[config.mk]
export PLATFORM = sky130hd
export DESIGN_NAME = mem_arbiter_flat
export DESIGN_NICKNAME = d
export VERILOG_FILES = /design/src/rtl/mem_arbiter_pkg.sv /design/src/rtl/mem_arbiter_if.sv /design/src/rtl/mem_arbiter_timeout.sv /design/src/rtl/mem_arbiter.sv /design/src/flat_wrapper.sv
export SDC_FILE = /design/constraint.sdc
export NUM_CORES = 1
export LEC_CHECK = 0
export ABC_AREA = 1
export BUFFER_PORTS_ARGS = -buffer_cell sky130_fd_sc_hd__buf_2
export CAP_MARGIN = 25
export CORE_ASPECT_RATIO = 1.4
export CORE_MARGIN = 3
export CORE_UTILIZATION = 40
export CTS_CLUSTER_DIAMETER = 80
export DETAILED_ROUTE_END_ITERATION = 10
export PLACE_DENSITY = 0.82
export SYNTH_ARGS = -nofsm -noshare
export SYNTH_HDL_FRONTEND = slang
export SYNTH_HIERARCHICAL = 1
export SYNTH_SLANG_ARGS = --single-unit
[constraint.sdc]
create_clock -name CLK -period 1.65 [get_ports CLK]
set_clock_uncertainty 0.2 [all_clocks]
set_input_delay 0.165 -clock CLK [delete_from_list [all_inputs] [get_ports CLK]]
set_output_delay 0.165 -clock CLK [all_outputs]
set_load 0.05 [all_outputs]
[src/rtl/mem_arbiter_pkg.sv]
// Shared types for the RAM-port arbiter, request unit and caches.
package mem_arb_pkg;

   localparam int ADDR_W = 32;
   localparam int DATA_W = 32;

   typedef logic [ADDR_W-1:0] addr_t;
   typedef logic [DATA_W-1:0] data_t;

   typedef enum logic [1:0] {
      IDLE = 2'd0,
      IACC = 2'd1,
      DACC = 2'd2
   } arb_state_t;

endpackage

[src/rtl/mem_arbiter_if.sv]
// Requester and RAM-side bus of the arbiter; slave = arbiter, master = requesters plus RAM.
interface mem_arbiter_if;
   import mem_arb_pkg::*;

   logic  iren;
   addr_t iaddr;
   logic  ihit;
   data_t iload;
   logic  dren;
   logic  dwen;
   addr_t daddr;
   data_t dstore;
   logic  dhit;
   data_t dload;
   logic  ram_ren;
   logic  ram_wen;
   addr_t ram_addr;
   data_t ram_store;
   data_t ram_load;
   logic  ram_ready;
   logic  err;

   modport slave (
      input  iren, iaddr, dren, dwen, daddr, dstore, ram_load, ram_ready,
      output ihit, iload, dhit, dload, ram_ren, ram_wen, ram_addr, ram_store, err
   );

   modport master (
      output iren, iaddr, dren, dwen, daddr, dstore, ram_load, ram_ready,
      input  ihit, iload, dhit, dload, ram_ren, ram_wen, ram_addr, ram_store, err
   );

endinterface

[src/rtl/mem_arbiter_timeout.sv]
// Access-duration counter: cleared outside an access, flags the last permitted cycle.
module mem_arb_timeout #(
   parameter int TIMEOUT = 64
) (
   input  logic CLK,
   input  logic RST,
   input  logic clr,
   input  logic en,
   output logic expire
);
   localparam int CW = $clog2(TIMEOUT);

   logic [CW-1:0] timer;

   always_ff @(posedge CLK) begin
      if (RST)
         timer <= '0;
      else if (clr)
         timer <= '0;
      else if (en)
         timer <= timer + CW'(1);
   end

   assign expire = (timer == CW'(TIMEOUT - 1));

endmodule

[src/rtl/mem_arbiter.sv]
// Single-port RAM arbiter between instruction fetch and data requesters.
//  state | meaning
//  IDLE  | no access in flight; arbitrate and latch the winner's command
//  IACC  | instruction read in flight, waiting for ram_ready
//  DACC  | data read/write in flight, waiting for ram_ready
module mem_arbiter
   import mem_arb_pkg::*;
#(
   parameter int MAX_DSTREAK = 4,
   parameter int TIMEOUT     = 64
) (
   input logic         CLK,
   input logic         RST,
   mem_arbiter_if.slave bus
);
   localparam int SW = $clog2(MAX_DSTREAK + 1);
   localparam logic [1:0] S_IDLE = IDLE;
   localparam logic [1:0] S_IACC = IACC;
   localparam logic [1:0] S_DACC = DACC;

   logic [1:0]    state, state_nx;
   logic [SW-1:0] streak;
   addr_t         addr_q;
   data_t         store_q;
   logic          wr_q;
   logic          d_req, i_starved, grant_d, grant_i, in_acc, expire, abort;

   assign d_req     = bus.dren | bus.dwen;
   assign i_starved = bus.iren & (streak == SW'(MAX_DSTREAK));
   assign grant_d   = (state == S_IDLE) & d_req & ~i_starved;
   assign grant_i   = (state == S_IDLE) & ~grant_d & bus.iren;
   assign in_acc    = (state == S_IACC) | (state == S_DACC);
   assign abort     = in_acc & ~bus.ram_ready & expire;

   always_comb begin
      state_nx = state;
      case (state)
         S_IDLE: begin
            if (grant_d)
               state_nx = S_DACC;
            else if (grant_i)
               state_nx = S_IACC;
         end
         S_IACC, S_DACC: begin
            if (bus.ram_ready | expire)
               state_nx = S_IDLE;
         end
         default: state_nx = S_IDLE;
      endcase
   end

   always_ff @(posedge CLK) begin
      if (RST) begin
         state   <= S_IDLE;
         streak  <= '0;
         addr_q  <= '0;
         store_q <= '0;
         wr_q    <= 1'b0;
      end else begin
         state <= state_nx;
         if (grant_d) begin
            addr_q  <= bus.daddr;
            store_q <= bus.dstore;
            wr_q    <= bus.dwen;
            // streak only matters while an instruction fetch is being held off
            if (!bus.iren)
               streak <= '0;
            else if (streak != SW'(MAX_DSTREAK))
               streak <= streak + SW'(1);
         end else if (grant_i) begin
            addr_q  <= bus.iaddr;
            store_q <= '0;
            wr_q    <= 1'b0;
            streak  <= '0;
         end
      end
   end

   mem_arb_timeout #(.TIMEOUT(TIMEOUT)) u_timeout (
      .CLK    (CLK),
      .RST    (RST),
      .clr    (~in_acc),
      .en     (in_acc & ~bus.ram_ready & ~expire),
      .expire (expire)
   );

   assign bus.ram_ren   = (state == S_IACC) | ((state == S_DACC) & ~wr_q);
   assign bus.ram_wen   = (state == S_DACC) & wr_q;
   assign bus.ram_addr  = in_acc ? addr_q : '0;
   assign bus.ram_store = ((state == S_DACC) & wr_q) ? store_q : '0;

   assign bus.ihit  = (state == S_IACC) & bus.ram_ready;
   assign bus.dhit  = (state == S_DACC) & bus.ram_ready;
   assign bus.iload = bus.ihit ? bus.ram_load : '0;
   assign bus.dload = bus.dhit ? bus.ram_load : '0;
   assign bus.err   = abort;

endmodule

[src/flat_wrapper.sv]
// flat-port wrapper written by rule: the top's interface ports become plain ports
module mem_arbiter_flat import mem_arb_pkg::*;
#(
   parameter int MAX_DSTREAK = 4,
   parameter int TIMEOUT     = 64
)
  (CLK, RST, bus_iren, bus_iaddr, bus_dren, bus_dwen, bus_daddr, bus_dstore, bus_ram_load, bus_ram_ready, bus_ihit, bus_iload, bus_dhit, bus_dload, bus_ram_ren, bus_ram_wen, bus_ram_addr, bus_ram_store, bus_err);
  mem_arbiter_if bus_i ();
  input logic CLK;
  input logic RST;
  input wire logic [$bits(bus_i.iren)-1:0] bus_iren;
  input wire logic [$bits(bus_i.iaddr)-1:0] bus_iaddr;
  input wire logic [$bits(bus_i.dren)-1:0] bus_dren;
  input wire logic [$bits(bus_i.dwen)-1:0] bus_dwen;
  input wire logic [$bits(bus_i.daddr)-1:0] bus_daddr;
  input wire logic [$bits(bus_i.dstore)-1:0] bus_dstore;
  input wire logic [$bits(bus_i.ram_load)-1:0] bus_ram_load;
  input wire logic [$bits(bus_i.ram_ready)-1:0] bus_ram_ready;
  output wire logic [$bits(bus_i.ihit)-1:0] bus_ihit;
  output wire logic [$bits(bus_i.iload)-1:0] bus_iload;
  output wire logic [$bits(bus_i.dhit)-1:0] bus_dhit;
  output wire logic [$bits(bus_i.dload)-1:0] bus_dload;
  output wire logic [$bits(bus_i.ram_ren)-1:0] bus_ram_ren;
  output wire logic [$bits(bus_i.ram_wen)-1:0] bus_ram_wen;
  output wire logic [$bits(bus_i.ram_addr)-1:0] bus_ram_addr;
  output wire logic [$bits(bus_i.ram_store)-1:0] bus_ram_store;
  output wire logic [$bits(bus_i.err)-1:0] bus_err;
  assign bus_i.iren = bus_iren;
  assign bus_i.iaddr = bus_iaddr;
  assign bus_i.dren = bus_dren;
  assign bus_i.dwen = bus_dwen;
  assign bus_i.daddr = bus_daddr;
  assign bus_i.dstore = bus_dstore;
  assign bus_i.ram_load = bus_ram_load;
  assign bus_i.ram_ready = bus_ram_ready;
  assign bus_ihit = bus_i.ihit;
  assign bus_iload = bus_i.iload;
  assign bus_dhit = bus_i.dhit;
  assign bus_dload = bus_i.dload;
  assign bus_ram_ren = bus_i.ram_ren;
  assign bus_ram_wen = bus_i.ram_wen;
  assign bus_ram_addr = bus_i.ram_addr;
  assign bus_ram_store = bus_i.ram_store;
  assign bus_err = bus_i.err;
  mem_arbiter #(.MAX_DSTREAK(MAX_DSTREAK), .TIMEOUT(TIMEOUT)) u_core (.CLK(CLK), .RST(RST), .bus(bus_i));
endmodule
Yosys cells after proc, flatten, opt, wreduce, memory -nomap -nowiden --
Index checks and enable logic that the tools add are counted.
Word-level totals: word-level logic and storage cells 62, register bits after elaboration 76, input bits 134
Cells by class: add/subtract/negate cells 2, mux-type cells 18, reductions and logical operators 6, bitwise logic cells 22, equal/unequal tests 8
Operators with widths (number):
- 2-to-1 mux 32 bit | 8
- bitwise AND 1 bit | 12
- 2-to-1 mux 3 bit | 4
- adder 6 x 1 -> 6 bit, second input constant | 1
- == test 6 bit, second input constant | 1
- 2-to-1 mux 2 bit | 3
- != test 3 bit, second input constant | 2
- NOT 1 bit | 6
- OR 1 bit | 4
- case mux 2 bit (2 select lines) | 1
- AND reduction 2 bit | 2
- OR reduction 2 bit | 2
- adder 3 x 1 -> 3 bit, second input constant | 1
- == test 3 bit, second input constant | 1
- != test 3 x 1 -> 1 bit, second input constant | 1
- == test 2 x 1 -> 1 bit, second input constant | 1
- == test 2 bit, second input constant | 1
- logical NOT 2 bit | 1
- 2-to-1 mux 1 bit | 2
- != test 2 x 1 -> 1 bit, second input constant | 1
- nonzero test 2 bit | 1

Depth between registers and ports, before layout --
word-level depth 10, mapped depth 11, mapped depth without buffers 11

Hierarchy --
The synthesis kept the hierarchy.
By module, submodules not included:
- mem_arbiter | sequential area each 1401.3 um2, instances 1, cells each 782, area each 4360.4 um2
- mem_arb_timeout | sequential area each 120.1 um2, instances 1, cells each 37, area each 267.8 um2

Worst setup path before layout --
Ideal clock, no wire load.
path kind flip-flop to output port, start point register u_core.state[0], end point output port bus_err, path buffers 1, data arrival time 2.067 ns, setup slack -0.782 ns, stages on the path, launching flop included 6, cell sequence dfxtp_1 -> inv_1 -> ha_1 -> clkbuf_1 -> inv_1 -> nor3b_1
Between the ends: longest elaborated chain between the ends 4
RTL lines:
- start: declaration | RTL line mem_arbiter.sv:21 | logic [1:0] state, state_nx;
- start signal: assignment | RTL line mem_arbiter.sv:60 | state <= state_nx;
- == test 2 x 1 -> 1 bit / == test 2 bit (equally long branches) | RTL line mem_arbiter.sv:32 | assign in_acc = (state == S_IACC) | (state == S_DACC);
- OR 1 bit * | RTL line mem_arbiter.sv:32
- bitwise AND 1 bit * (2 in series) | RTL line mem_arbiter.sv:33 | assign abort = in_acc & ~bus.ram_ready & expire;
- end: declaration | RTL line flat_wrapper.sv:27 | output wire logic [$bits(bus_i.err)-1:0] bus_err;
Mark *: on every way between the ends. The rest lies on a longest branch, timed or not.

Worst setup path in the final report --
start point register u_core.state[1], end point output port bus_dload[20]
Between the ends: longest elaborated chain between the ends 3
RTL lines:
- == test 2 bit | RTL line mem_arbiter.sv:93 | assign bus.dhit = (state == S_DACC) & bus.ram_ready;
- bitwise AND 1 bit | RTL line mem_arbiter.sv:93
- 2-to-1 mux 32 bit | RTL line mem_arbiter.sv:95 | assign bus.dload = bus.dhit ? bus.ram_load : '0;
- end: declaration | RTL line flat_wrapper.sv:22 | output wire logic [$bits(bus_i.dload)-1:0] bus_dload;
No other way between the ends.

==> flow_summary.ini <==
[placed_design]
port_buffers = 266
place_ws_ps = -114
place.gp.congestion = 0.860
postPlaceCellArea_um2 = 6670
dp_hpwl_mm = 11.1

[global_route]
overflow = 0
grt.total_usage = 0.351
grt_max_degree = 71
antenna_found_initial = 1
grt_pass1_vias = 7217
grt_pass1_wl_mm = 36.7

[final_layout]
fillers = 260
drive_above_1_share = 0.564
final_area_um2 = 10600
fin_nets = 1318
seq_area_um2 = 1530
area_growth_pct = 130
n_antenna_cell = 0
multi_input_area_um2 = 3650

[logic_synthesis]
post-synth-top-area-fraction = 0.329
synth_cells = 819
yosys-top-cells-area = dfxtp_1 33%, nor2_1 19%, inv_1 14%, nand2_1 12%, nand3_1 7.7%
synthMuxAreaShare = 0
synth_top_family_by_area = simple AND/OR/NAND/NOR gates
syn_area_per_cell_um2 = 5.65
synth_ff_type = dfxtp_1
synth_fa_ha_area_frac = 0.0162
ys_seq_elements = 76
async_flop_share = 0
synth-compound-area-share = 0.0514
synthTopCellsByCount = 234 x nor2_1, 177 x inv_1, 147 x nand2_1, 76 x dfxtp_1, 71 x nand3_1
synth_xor_area_frac = 0.00189
synth_nets = 959
yosys.cell_types.count = 21
synth_edf_count = 0
yosysTopAreaCell = dfxtp_1
yosys.area_share.simple = 0.408
yosysWarnings = 6
syn-cell-area_um2 = 4630
yosysMostFrequentCell = nor2_1
ys_seq_area_frac = 0.329

[floorplan]
io_pins = 267
die-height_um = 133
core_um2 = 11100
rows = 45
die-width_um = 96.9
dieArea_um2 = 12900
start_util = 0.417

[worst_setup_path]
crit_path_end_kind = output pin
rrSetupSlack_ps = -270
reg2reg_depth = 10
critical_path_class = flip-flop to output pin
cp.arrival_ps = 1790
cp-start-kind = flip-flop
cp_data_required_time_ps = 1280
critPathMaxFanout = 16
rr_endpoint = u_core/addr_q[19]
rr_startpoint = u_core/streak[0]

[worst_hold_path]
whs_path_depth = 5
worstHoldEndpoint = u_core/addr_q[27]
hp-start = bus_daddr[27]
min_path_type = input port to flip-flop

[power]
switching_share = 0.442
peakVddDrop_uv = 964
power.total_w = 0.00911
p_sw_w = 0.00403
comb_power_share = 0.533
p_leak_nw = 4.98
p_int_w = 0.00508
p_seq_frac = 0.249
p_clk_frac = 0.217
powerDensity_nw_per_um2 = 857

[sta]
rsz0062_at_grt = yes
setup_ws_ps = -508
fin_setup_tns_ps = -53590
setup_viol = 204
max_freq_mhz = 463
slew-limit-headroom = 0.716
finalHoldWorstSlack_ps = 40.3
worstMarginPinSlew_ps = 426
min_period_over_period = 1.31
hold_viol = 0
min_period_ps = 2160
maxSlewViolCount = 0

[clock_tree]
cts_tree = yes
clockBufferDepth = 2
clock_latency_ps = 350
cts_buffers = 9
cts-root-buf = clkbuf_16
cts.clk_slew.worst_paths_ps = 60
h-tree-depth = 3
cts.sinks = 76

[status]
violations = setup timing
status = complete, but fails checks

[routing]
avgViaCountPerCell = 6.07
drt_iter0_drc = 991
wl_per_cell_um = 26.5
drc = 0
vias = 8033
wirelength_mm = 35.1
drtAntennaViolNets = 0
first_pass_iters = 10

[flow_run]
drv_cap = 0
## power groups by stage
stage               Sequential, W  Clock (W)  Combinational [W]
global route              0.00227    0.00201            0.00493
floorplan                 0.00216          0            0.00176
finish                    0.00227    0.00198            0.00486
global placement          0.00218          0            0.00245
CTS                       0.00217    0.00192            0.00357
detailed placement        0.00219          0            0.00249
## how the worst max path moves through the flow
stage               slack [ps]             from  depth (start not counted)                 to
floorplan                 -240  u_core/state[0]                          5  bus_ram_store[22]
global placement           -80  u_core/state[1]                          6    bus_ram_addr[6]
detailed placement        -110  u_core/state[1]                          6   bus_ram_addr[10]
CTS                       -340  u_core/state[1]                          7   bus_ram_addr[24]
global route              -610  u_core/state[1]                          6      bus_dload[20]
finish                    -510  u_core/state[1]                          6      bus_dload[20]
## critical path, stage by stage (launching register included)
cell,delay [ps]
dfxtp_2,360
buf_4,120
ha_2,220
nand2_4,100
buf_16,180
nor2_2,260
buf_6,210
## sequential cells by signal (all words and copies together) (netlist names)
| register | cells |
|---|---|
| u_core/state | 2 |
| u_core/streak | 3 |
| u_core/store_q | 32 |
| u_core/addr_q | 32 |
| u_core/u_timeout/timer | 6 |
| u_core/wr_q | 1 |
## metrics by stage
step	utilization	instances
6_report	0.958	1324
3_5_place_dp	0.601	1212
4_1_cts	0.838	1309
3_3_place_gp	0.601	1212
2_1_floorplan	-	819
5_1_grt	0.958	1324
## cells in the final DEF (no fill, tap or decap), types with 3 or more instances in the layout
cell,n
nand2_8,3
buf_4,19
clkbuf_16,20
a21oi_1,18
buf_16,10
inv_1,137
nand2_1,79
nand2_2,35
buf_2,133
nand2_4,33
clkinvlp_4,31
inv_4,3
nor2_2,67
dfxtp_2,4
nand3_4,21
nor2_1,116
nor2_4,53
dlygate4sd3_1,57
ha_4,4
buf_8,42
buf_12,26
nand4_1,3
dfxtp_1,72
buf_6,98
nand3_2,23
a21oi_2,25
inv_2,7
nand3_1,29
## cells by family after synthesis
| group | after synthesis |
|---|---|
| and+or+nand+nor | 463 |
| buffers and inverters | 226 |
| DFF | 76 |
| AOI/OAI and AO/OA | 47 |
| adders and majority gates | 6 |
| xor gates and xnor gates | 1 |
## area by class of cell
| type | count | area share |
|---|---|---|
| tap | 141 | 0.0166 |
| timing repair buffer | 396 | 0.394 |
| clock inverter | 5 | 0.00330 |
| clock buffer | 11 | 0.0238 |
| sequential | 76 | 0.144 |
| inverter | 178 | 0.0754 |
| multi-input combinational | 517 | 0.344 |
## routing by layer
layer | track usage | vias to the layer above | wire [um]
met2 | 0.614 | 927 | 16100
met1 | 0.363 | 3595 | 10200
met5 | 0 | - | 75
met3 | 0.0864 | 393 | 4560
li1 | - | 3114 | -
met4 | 0.254 | 4 | 4170
## repair_timing
action                                  CTS  global route
pin swaps                                32            77
hold buffers                             57             0
cloned                                   12            13
setup buffers                            13             6
gates resized for setup                 406           271
endpoints found under the setup margin  169           209
endpoints found under the hold margin    61             0
No activity file was read; power rests on OpenSTA's default activity.
